`src/rtl/dtw_core_feeder.sv`:
```
// Front end for the DTW core: splits one sample stream into squiggle load and
// reference stream phases, waits for core completion and returns one result per search.
module dtw_core_feeder #(
  parameter int WORD_LEN     = 16,
  parameter int SQG_LEN      = 250,
  parameter int DONE_TIMEOUT = 4096
) (
  input  logic                clk,
  input  logic                rst,
  input  logic                start,
  input  logic [31:0]         cfg_ref_len,
  output logic                busy,
  input  logic                s_valid,
  output logic                s_ready,
  input  logic [WORD_LEN-1:0] s_data,
  output logic                core_load_squiggle,
  output logic [WORD_LEN-1:0] core_squiggle_word,
  output logic                core_running,
  output logic [WORD_LEN-1:0] core_reference_word,
  output logic [31:0]         core_reference_len,
  input  logic [WORD_LEN-1:0] core_best_score,
  input  logic [31:0]         core_best_position,
  input  logic                core_done,
  output logic                res_valid,
  input  logic                res_ready,
  output logic [WORD_LEN-1:0] res_score,
  output logic [31:0]         res_position,
  output logic                err
);

  localparam int SQW = $clog2(SQG_LEN + 1);
  localparam int TOW = $clog2(DONE_TIMEOUT + 1);
  localparam logic [SQW-1:0] SQG_LAST = SQW'(SQG_LEN - 1);
  localparam logic [TOW-1:0] TMO_LAST = TOW'(DONE_TIMEOUT - 1);

  typedef enum logic [2:0] {
    S_IDLE,
    S_LOAD_Q,
    S_SETTLE,
    S_STREAM_R,
    S_WAIT_DONE,
    S_RESULT
  } state_t;

  state_t              r_state;
  state_t              w_state_next;

  logic [SQW-1:0]      r_sqg_cnt;
  logic [31:0]         r_ref_cnt;
  logic [31:0]         r_ref_len;
  logic [TOW-1:0]      r_tmo_cnt;
  logic                r_settle_cnt;
  logic                r_load;
  logic [WORD_LEN-1:0] r_sqg_word;
  logic                r_run;
  logic [WORD_LEN-1:0] r_ref_word;
  logic [WORD_LEN-1:0] r_res_score;
  logic [31:0]         r_res_pos;
  logic                r_err;

  logic                w_s_ready;
  logic                w_start_ok;
  logic                w_start_zero;
  logic                w_sqg_beat;
  logic                w_ref_beat;
  logic                w_capture;
  logic                w_timeout;

  always_ff @(posedge clk) begin
    if (!rst) begin
      r_state <= S_IDLE;
    end else begin
      r_state <= w_state_next;
    end
  end

  always_comb begin
    w_state_next = r_state;
    w_s_ready    = 1'b0;
    w_start_ok   = 1'b0;
    w_start_zero = 1'b0;
    w_sqg_beat   = 1'b0;
    w_ref_beat   = 1'b0;
    w_capture    = 1'b0;
    w_timeout    = 1'b0;
    case (r_state)
      S_IDLE: begin
        if (start) begin
          if (cfg_ref_len != 32'd0) begin
            w_start_ok   = 1'b1;
            w_state_next = S_LOAD_Q;
          end else begin
            w_start_zero = 1'b1;
          end
        end
      end
      S_LOAD_Q: begin
        w_s_ready  = 1'b1;
        w_sqg_beat = s_valid;
        if (s_valid && (r_sqg_cnt == SQG_LAST)) begin
          w_state_next = S_SETTLE;
        end
      end
      S_SETTLE: begin
        if (r_settle_cnt) begin
          w_state_next = S_STREAM_R;
        end
      end
      S_STREAM_R: begin
        w_s_ready  = 1'b1;
        w_ref_beat = s_valid;
        // Leaving on the final beat keeps s_ready low once the count reaches the length.
        if (s_valid && (r_ref_cnt == (r_ref_len - 32'd1))) begin
          w_state_next = S_WAIT_DONE;
        end
      end
      S_WAIT_DONE: begin
        if (core_done) begin
          w_capture    = 1'b1;
          w_state_next = S_RESULT;
        end else if (r_tmo_cnt == TMO_LAST) begin
          w_timeout    = 1'b1;
          w_state_next = S_IDLE;
        end
      end
      S_RESULT: begin
        if (res_ready) begin
          w_state_next = S_IDLE;
        end
      end
      default: begin
        w_state_next = S_IDLE;
      end
    endcase
  end

  always_ff @(posedge clk) begin
    if (!rst) begin
      r_sqg_cnt    <= '0;
      r_ref_cnt    <= '0;
      r_ref_len    <= '0;
      r_tmo_cnt    <= '0;
      r_settle_cnt <= 1'b0;
      r_load       <= 1'b0;
      r_sqg_word   <= '0;
      r_run        <= 1'b0;
      r_ref_word   <= '0;
      r_res_score  <= '0;
      r_res_pos    <= '0;
      r_err        <= 1'b0;
    end else begin
      r_load <= 1'b0;
      r_run  <= 1'b0;
      r_err  <= w_start_zero | w_timeout;

      if (w_start_ok) begin
        r_ref_len    <= cfg_ref_len;
        r_sqg_cnt    <= '0;
        r_ref_cnt    <= '0;
        r_tmo_cnt    <= '0;
        r_settle_cnt <= 1'b0;
      end

      if (w_sqg_beat) begin
        r_sqg_word <= s_data;
        r_load     <= 1'b1;
        r_sqg_cnt  <= r_sqg_cnt + 1'b1;
      end

      if (r_state == S_SETTLE) begin
        r_settle_cnt <= ~r_settle_cnt;
      end

      if (w_ref_beat) begin
        r_ref_word <= s_data;
        r_run      <= 1'b1;
        r_ref_cnt  <= r_ref_cnt + 32'd1;
      end

      // Timeout window opens on the cycle after the last reference beat.
      if (r_state == S_WAIT_DONE) begin
        r_tmo_cnt <= r_tmo_cnt + 1'b1;
      end

      if (w_capture) begin
        r_res_score <= core_best_score;
        r_res_pos   <= core_best_position;
      end
    end
  end

  assign busy                = (r_state != S_IDLE);
  assign s_ready             = w_s_ready;
  assign core_load_squiggle  = r_load;
  assign core_squiggle_word  = r_sqg_word;
  assign core_running        = r_run;
  assign core_reference_word = r_ref_word;
  assign core_reference_len  = r_ref_len;
  assign res_valid           = (r_state == S_RESULT);
  assign res_score           = r_res_score;
  assign res_position        = r_res_pos;
  assign err                 = r_err;

endmodule

```
`config.mk`:
```
export PLATFORM = sky130hd
export DESIGN_NAME = dtw_core_feeder
export DESIGN_NICKNAME = d
export VERILOG_FILES = /design/src/rtl/dtw_core_feeder.sv
export SDC_FILE = /design/constraint.sdc
export NUM_CORES = 1
export LEC_CHECK = 0
export BUFFER_PORTS_ARGS = -buffer_cell sky130_fd_sc_hd__buf_4
export CAP_MARGIN = 20
export CORE_UTILIZATION = 48
export CTS_CLUSTER_SIZE = 28
export DETAILED_ROUTE_END_ITERATION = 10
export GPL_TIMING_DRIVEN = 0
export PLACE_DENSITY = 0.83
export SLEW_MARGIN = 25
export SYNTH_ARGS = -nofsm -noshare
export SYNTH_HDL_FRONTEND = slang
export SYNTH_SLANG_ARGS = --single-unit
```
`constraint.sdc`:
```
create_clock -name clk -period 2.99 [get_ports clk]
set_input_delay 0.299 -clock clk [delete_from_list [all_inputs] [get_ports clk]]
set_output_delay 0.299 -clock clk [all_outputs]
set_load 0.03 [all_outputs]
```
**Word level (Yosys, flattened, before mapping)**

Index checks and enable logic that the tools add are counted.

- Flip-flop bits (word level): 172
- Bits in latches: 0
- Memory bits (writable): 0
- ROM bits: 0
- Bits of input ports: 102
- Output and inout bits: 118
- Word-level logic and storage cells: 78
- Memories kept: 0

- $add $sub $neg: 4
- Multiply operators: 0
- Divide/modulo/power cells: 0
- $lt $le $gt $ge: 0
- Equality and inequality tests: 15
- Shifts and indexed selects: 0
- Muxes and demuxes: 33
- Bitwise gates (word level): 2
- Reduce and logical (&&, ||, !) cells: 11

Operators by type and width:

| cell | count |
|---|---|
| $mux W32 | 2 |
| $add A32 B1 Y32 const B | 1 |
| $eq A32 B32 Y1 | 1 |
| $reduce_bool A32 Y1 | 1 |
| $sub A32 B1 Y32 const B | 1 |
| $mux W13 | 2 |
| $mux W3 | 8 |
| $mux W1 | 18 |
| $pmux W3 S6 | 1 |
| $mux W8 | 2 |
| $add A13 B1 Y13 const B | 1 |
| $eq A13 B12 Y1 const B | 1 |
| $ne A2 B2 Y1 const B | 5 |
| $add A8 B1 Y8 const B | 1 |
| $eq A8 B8 Y1 const B | 1 |
| $reduce_bool A2 Y1 | 4 |
| $reduce_and A7 Y1 | 1 |
| $eq A3 B2 Y1 const B | 2 |
| $eq A3 B3 Y1 const B | 2 |
| $eq A3 B1 Y1 const B | 1 |
| $logic_not A3 Y1 | 1 |
| $ne A3 B3 Y1 const B | 1 |
| $reduce_bool A3 Y1 | 1 |
| $logic_and A1 B1 Y1 | 2 |
| 4 further kinds | 4 |

**Logic depth before layout (Yosys ltp)**

- Depth after elaboration: 6
- Gate-level depth with buffers: 10
- Gate-level depth less buffers: 10

**Worst setup path before layout**

No wires, ideal clock.

- Path kind: register -> register
- Start: register r_ref_len[0], in the netlist core_reference_len[0]
- End: register r_state[1]
- Library setup time: 116 ps
- Arrival time: 2958 ps
- Required time: 2874 ps
- Setup slack: -84 ps
- Stages on the path, launching flop included: 11
- Path buffers: 0
- Clock period less this slack: 3074 ps
- Cell sequence: dfxtp_1 inv_1 ha_1 nor3b_2 nand4_2 or4_1 a221oi_1 o2111ai_1 nor4_2 a22oi_2 a31o_1

- Cells in the longest elaborated chain, start to end: 5

RTL lines:

| item | line | text |
|---|---|---|
| start: declaration | 50 | `logic [31:0] r_ref_len;` |
| start signal: assignment | 157 | `r_ref_len <= cfg_ref_len;` |
| $sub A32 B1 Y32 | 113 | `if (s_valid && (r_ref_cnt == (r_ref_len - 32'd1))) begin` |
| $eq A32 B32 Y1 | 113 |  |
| $logic_and A1 B1 Y1 | 113 |  |
| $ne A2 B2 Y1 (no source line) | -- |  |
| $reduce_and A7 Y1 (no source line) | -- |  |
| end signal: assignment | 73 | `r_state <= w_state_next;` |
| end: declaration | 45 | `state_t r_state;` |

No other way between the ends.
A chain may end at the register's enable or synchronous reset.

**Final worst setup path**

- Start: register r_ref_len[17], in the netlist core_reference_len[17]
- End: register r_state[1]

Same word-level chain as after synthesis.

==> flow_summary_export.csv <==
group,metric,value,unit
sta,whs,0.114,ns
synth,ys_seq_area_share,42.7,%
sta,tightest_slew,0.846,ns
clock_tree,cts_tree,"built",
floorplanning,die_w,132,um
final_layout,finalNetCount,1376,
sta,setup_viol,1,
synth,synth_area,8070,sq um
clock_tree,clk_latency,0.43,ns
synth,synth_seq_cells,172,
clock_tree,path_clk_slew,0.06,ns
power_and_ir_drop,powerDensity,677,nW/um^2
sta,rsz0062_at_grt,"yes",
setup_path,critical_path_class,"reg -> reg",
final_layout,final_common_cell,"buf_4",
sta,slew_violations,0,
routing,vias,8310,
routing,drc,0,
setup_path,cp.required,3.30,ns
placement,place.gp.congestion,0.889,
grt,grt_start_max_net_pins,17,
routing,wl,23.5,mm
power_and_ir_drop,total_power,7.35,mW
clock_tree,htree_levels,4,
routing,drt_first_pass_iters,7,
floorplanning,fp.dieH,132,um
clock_tree,cts_root_buf,"clkbuf_16",
status,status,"finished, violations left",
final_layout,drive_gt1_share,24.6,%
synth,syn_area_per_cell,7.86,sq um
clock_tree,cts_num_sinks,172,
sta,clock_skew,0.0148,ns
grt,grt_usage,26.7,%
sta,relSlewSlack,43.6,%
routing,drtAntennaViolNets,0,
grt,antenna_found_initial,0,
placement,io_buffers,219,
grt,grt_pass1_wl,37.6,mm
grt,grt-ovfl-total,0,
synth,synth_cell_types,60,
floorplanning,dieArea,17300,sq um
final_layout,utilization,65.7,%
floorplanning,core,16500,sq um
clock_tree,cts_buffer_depth,2,
synth,synth_ff_type,"dfxtp_1",
routing,drt-wirelength-per-cell,15.6,um
setup_path,worstSetupEndpointType,"flop",
final_layout,final_cell_mix,"buf_4 (226), nand2_1 (211), dfxtp_1 (166), a21oi_1 (115), nor2_1 (100)",
synth,ys_async_sr_fraction,0,%
power_and_ir_drop,peakVddDrop,0.464,mV
power_and_ir_drop,p_leak,4.35,nW
floorplanning,initial_core_util,48.9,%
placement,hpwl,16.8,mm
floorplanning,num_io_pins,220,
synth,synth_nets,1134,
clock_tree,cts_made_buffers,17,
synth,synth_warnings,0,
setup_path,cp_max_fo,7,
placement,place_inst,1466,
routing,drt_iter0_markers,566,
sta,final.min_clock_period,3.01,ns
final_layout,instances_no_fill,1502,
clock_tree,hold_buffers,0,
sta,hold_violations,0,
sta,totalNegativeSetupSlack,-0.0248,ns
status,failed_checks,"setup timing",
sta,fmax,0.332,GHz
final_layout,antennaDiodeCount,0,
setup_path,cp.arrival,3.33,ns
hold_path,hp-class,"in -> reg",
setup_path,start_kind,"flop",
floorplanning,num_rows,47,
flow_run,maxCapViolations,0,
synth,synthCells,1027,
routing,avgViaCountPerCell,5.53,
grt,grt_pass1_vias,7786,
sta,layout_setup_ws,-0.0248,ns
sta,post-route-period-util,101,%
synth,synth_edf_count,0,
final_layout,syn_to_final_growth,34.5,%
[synthesized netlist by cell type, types with 9 or more instances]
cell / count / area share [%]
xor2_1: 15 / 1.6
inv_1: 13 / 0.60
nand2_1: 211 / 9.8
o21ai_0: 26 / 1.6
clkbuf_1: 55 / 2.6
nor3_1: 19 / 1.2
a21oi_1: 116 / 7.2
o211ai_1: 9 / 0.84
nand3_1: 41 / 2.5
nor4_1: 18 / 1.4
and3_1: 11 / 0.85
nor2_1: 101 / 4.7
nand4_1: 13 / 1.0
dfxtp_1: 172 / 43
mux2i_1: 35 / 4.3
a31oi_1: 11 / 0.85
xnor2_1: 28 / 3.0
or3_1: 12 / 0.93
[state kept, by name, summed over array words and instances, names as in the netlist]
signal	flops
core_running	1
r_settle_cnt	1
core_reference_word	16
r_tmo_cnt	13
core_reference_len	32
r_state	3
r_ref_cnt	32
core_squiggle_word	16
res_score	16
r_sqg_cnt	8
err	1
res_position	32
core_load_squiggle	1
[area by class of cell]
class	count	area, sq um
buffer	62	246
clock buffer	21	460
fill	1370	5660
clock inverter	11	190
timing repair buffer	226	1700
tap	220	275
inverter	14	52.6
sequential	172	3450
multi-input combinational	776	4490
[worst paths after layout]
kind | startpoint | end | depth (start not counted) | slack, ns
setup / recovery | core_reference_len[17] | r_state[1] | 9 | -0.02
hold / removal | cfg_ref_len[4] | core_reference_len[4] | 3 | 0.11
hold reg to reg | core_reference_word[4] | core_reference_word[4] | 2 | 0.45
setup reg to reg | core_reference_len[17] | r_state[1] | 9 | -0.02
[timing repair]
| item | CTS | global route |
|---|---|---|
| pin swaps | 8 | 7 |
| endpoints found under the setup margin | 4 | 12 |
| hold endpoints to repair | 0 | 0 |
| buffers inserted | 5 | 2 |
| resized for setup | 17 | 22 |
[worst max-delay path: stages (launching register included)]
cell and delay, ns:
dfxtp_4 0.35, or4_4 0.53, or3_4 0.34, buf_6 0.14, or4_4 0.48, a21oi_2 0.17, o2111ai_2 0.14, nor4_4 0.37
a22oi_2 0.13, a31o_1 0.26
[stage by stage]
stage | cell area (sq um) | setup slack (ns)
floorplan | 8080 | 0.00771
global placement | 10000 | -0.301
detailed placement | 10000 | -0.357
CTS | 10800 | 0.00863
global route | 10900 | -0.0880
finish | 10900 | -0.0248
[where the power goes]
| part | total, mW | internal, mW | switching [mW] |
|---|---|---|---|
| clock network | 2.44 | 1.53 | 0.912 |
| logic | 2.30 | 0.948 | 1.36 |
| registers | 2.61 | 2.43 | 0.180 |
| total | 7.35 | 4.91 | 2.45 |
[routing by layer]
layer / track usage (%) / routed length (um) / up-vias
met2: 43.9 / 11000 / 328
met3: 6.44 / 1730 / 65
met1: 32.9 / 9890 / 3862
li1: - / - / 4055
met4: 12.1 / 833 / 0
met5: 0 / 0 / -
[logic make-up (layout without fill, tap and decap cells)]
group | Yosys count | in the layout | share of synthesized area, %
AOI/OAI and AO/OA | 198 | 198 | 14.2
xor gates and xnor gates | 43 | 43 | 4.67
adders and majority gates | 5 | 5 | 0.775
buffers and inverters | 79 | 334 | 3.77
DFF | 172 | 172 | 42.7
muxes | 43 | 43 | 5.46
and+or+nand+nor | 487 | 487 | 28.5
(Power assumes the default switching activity.)
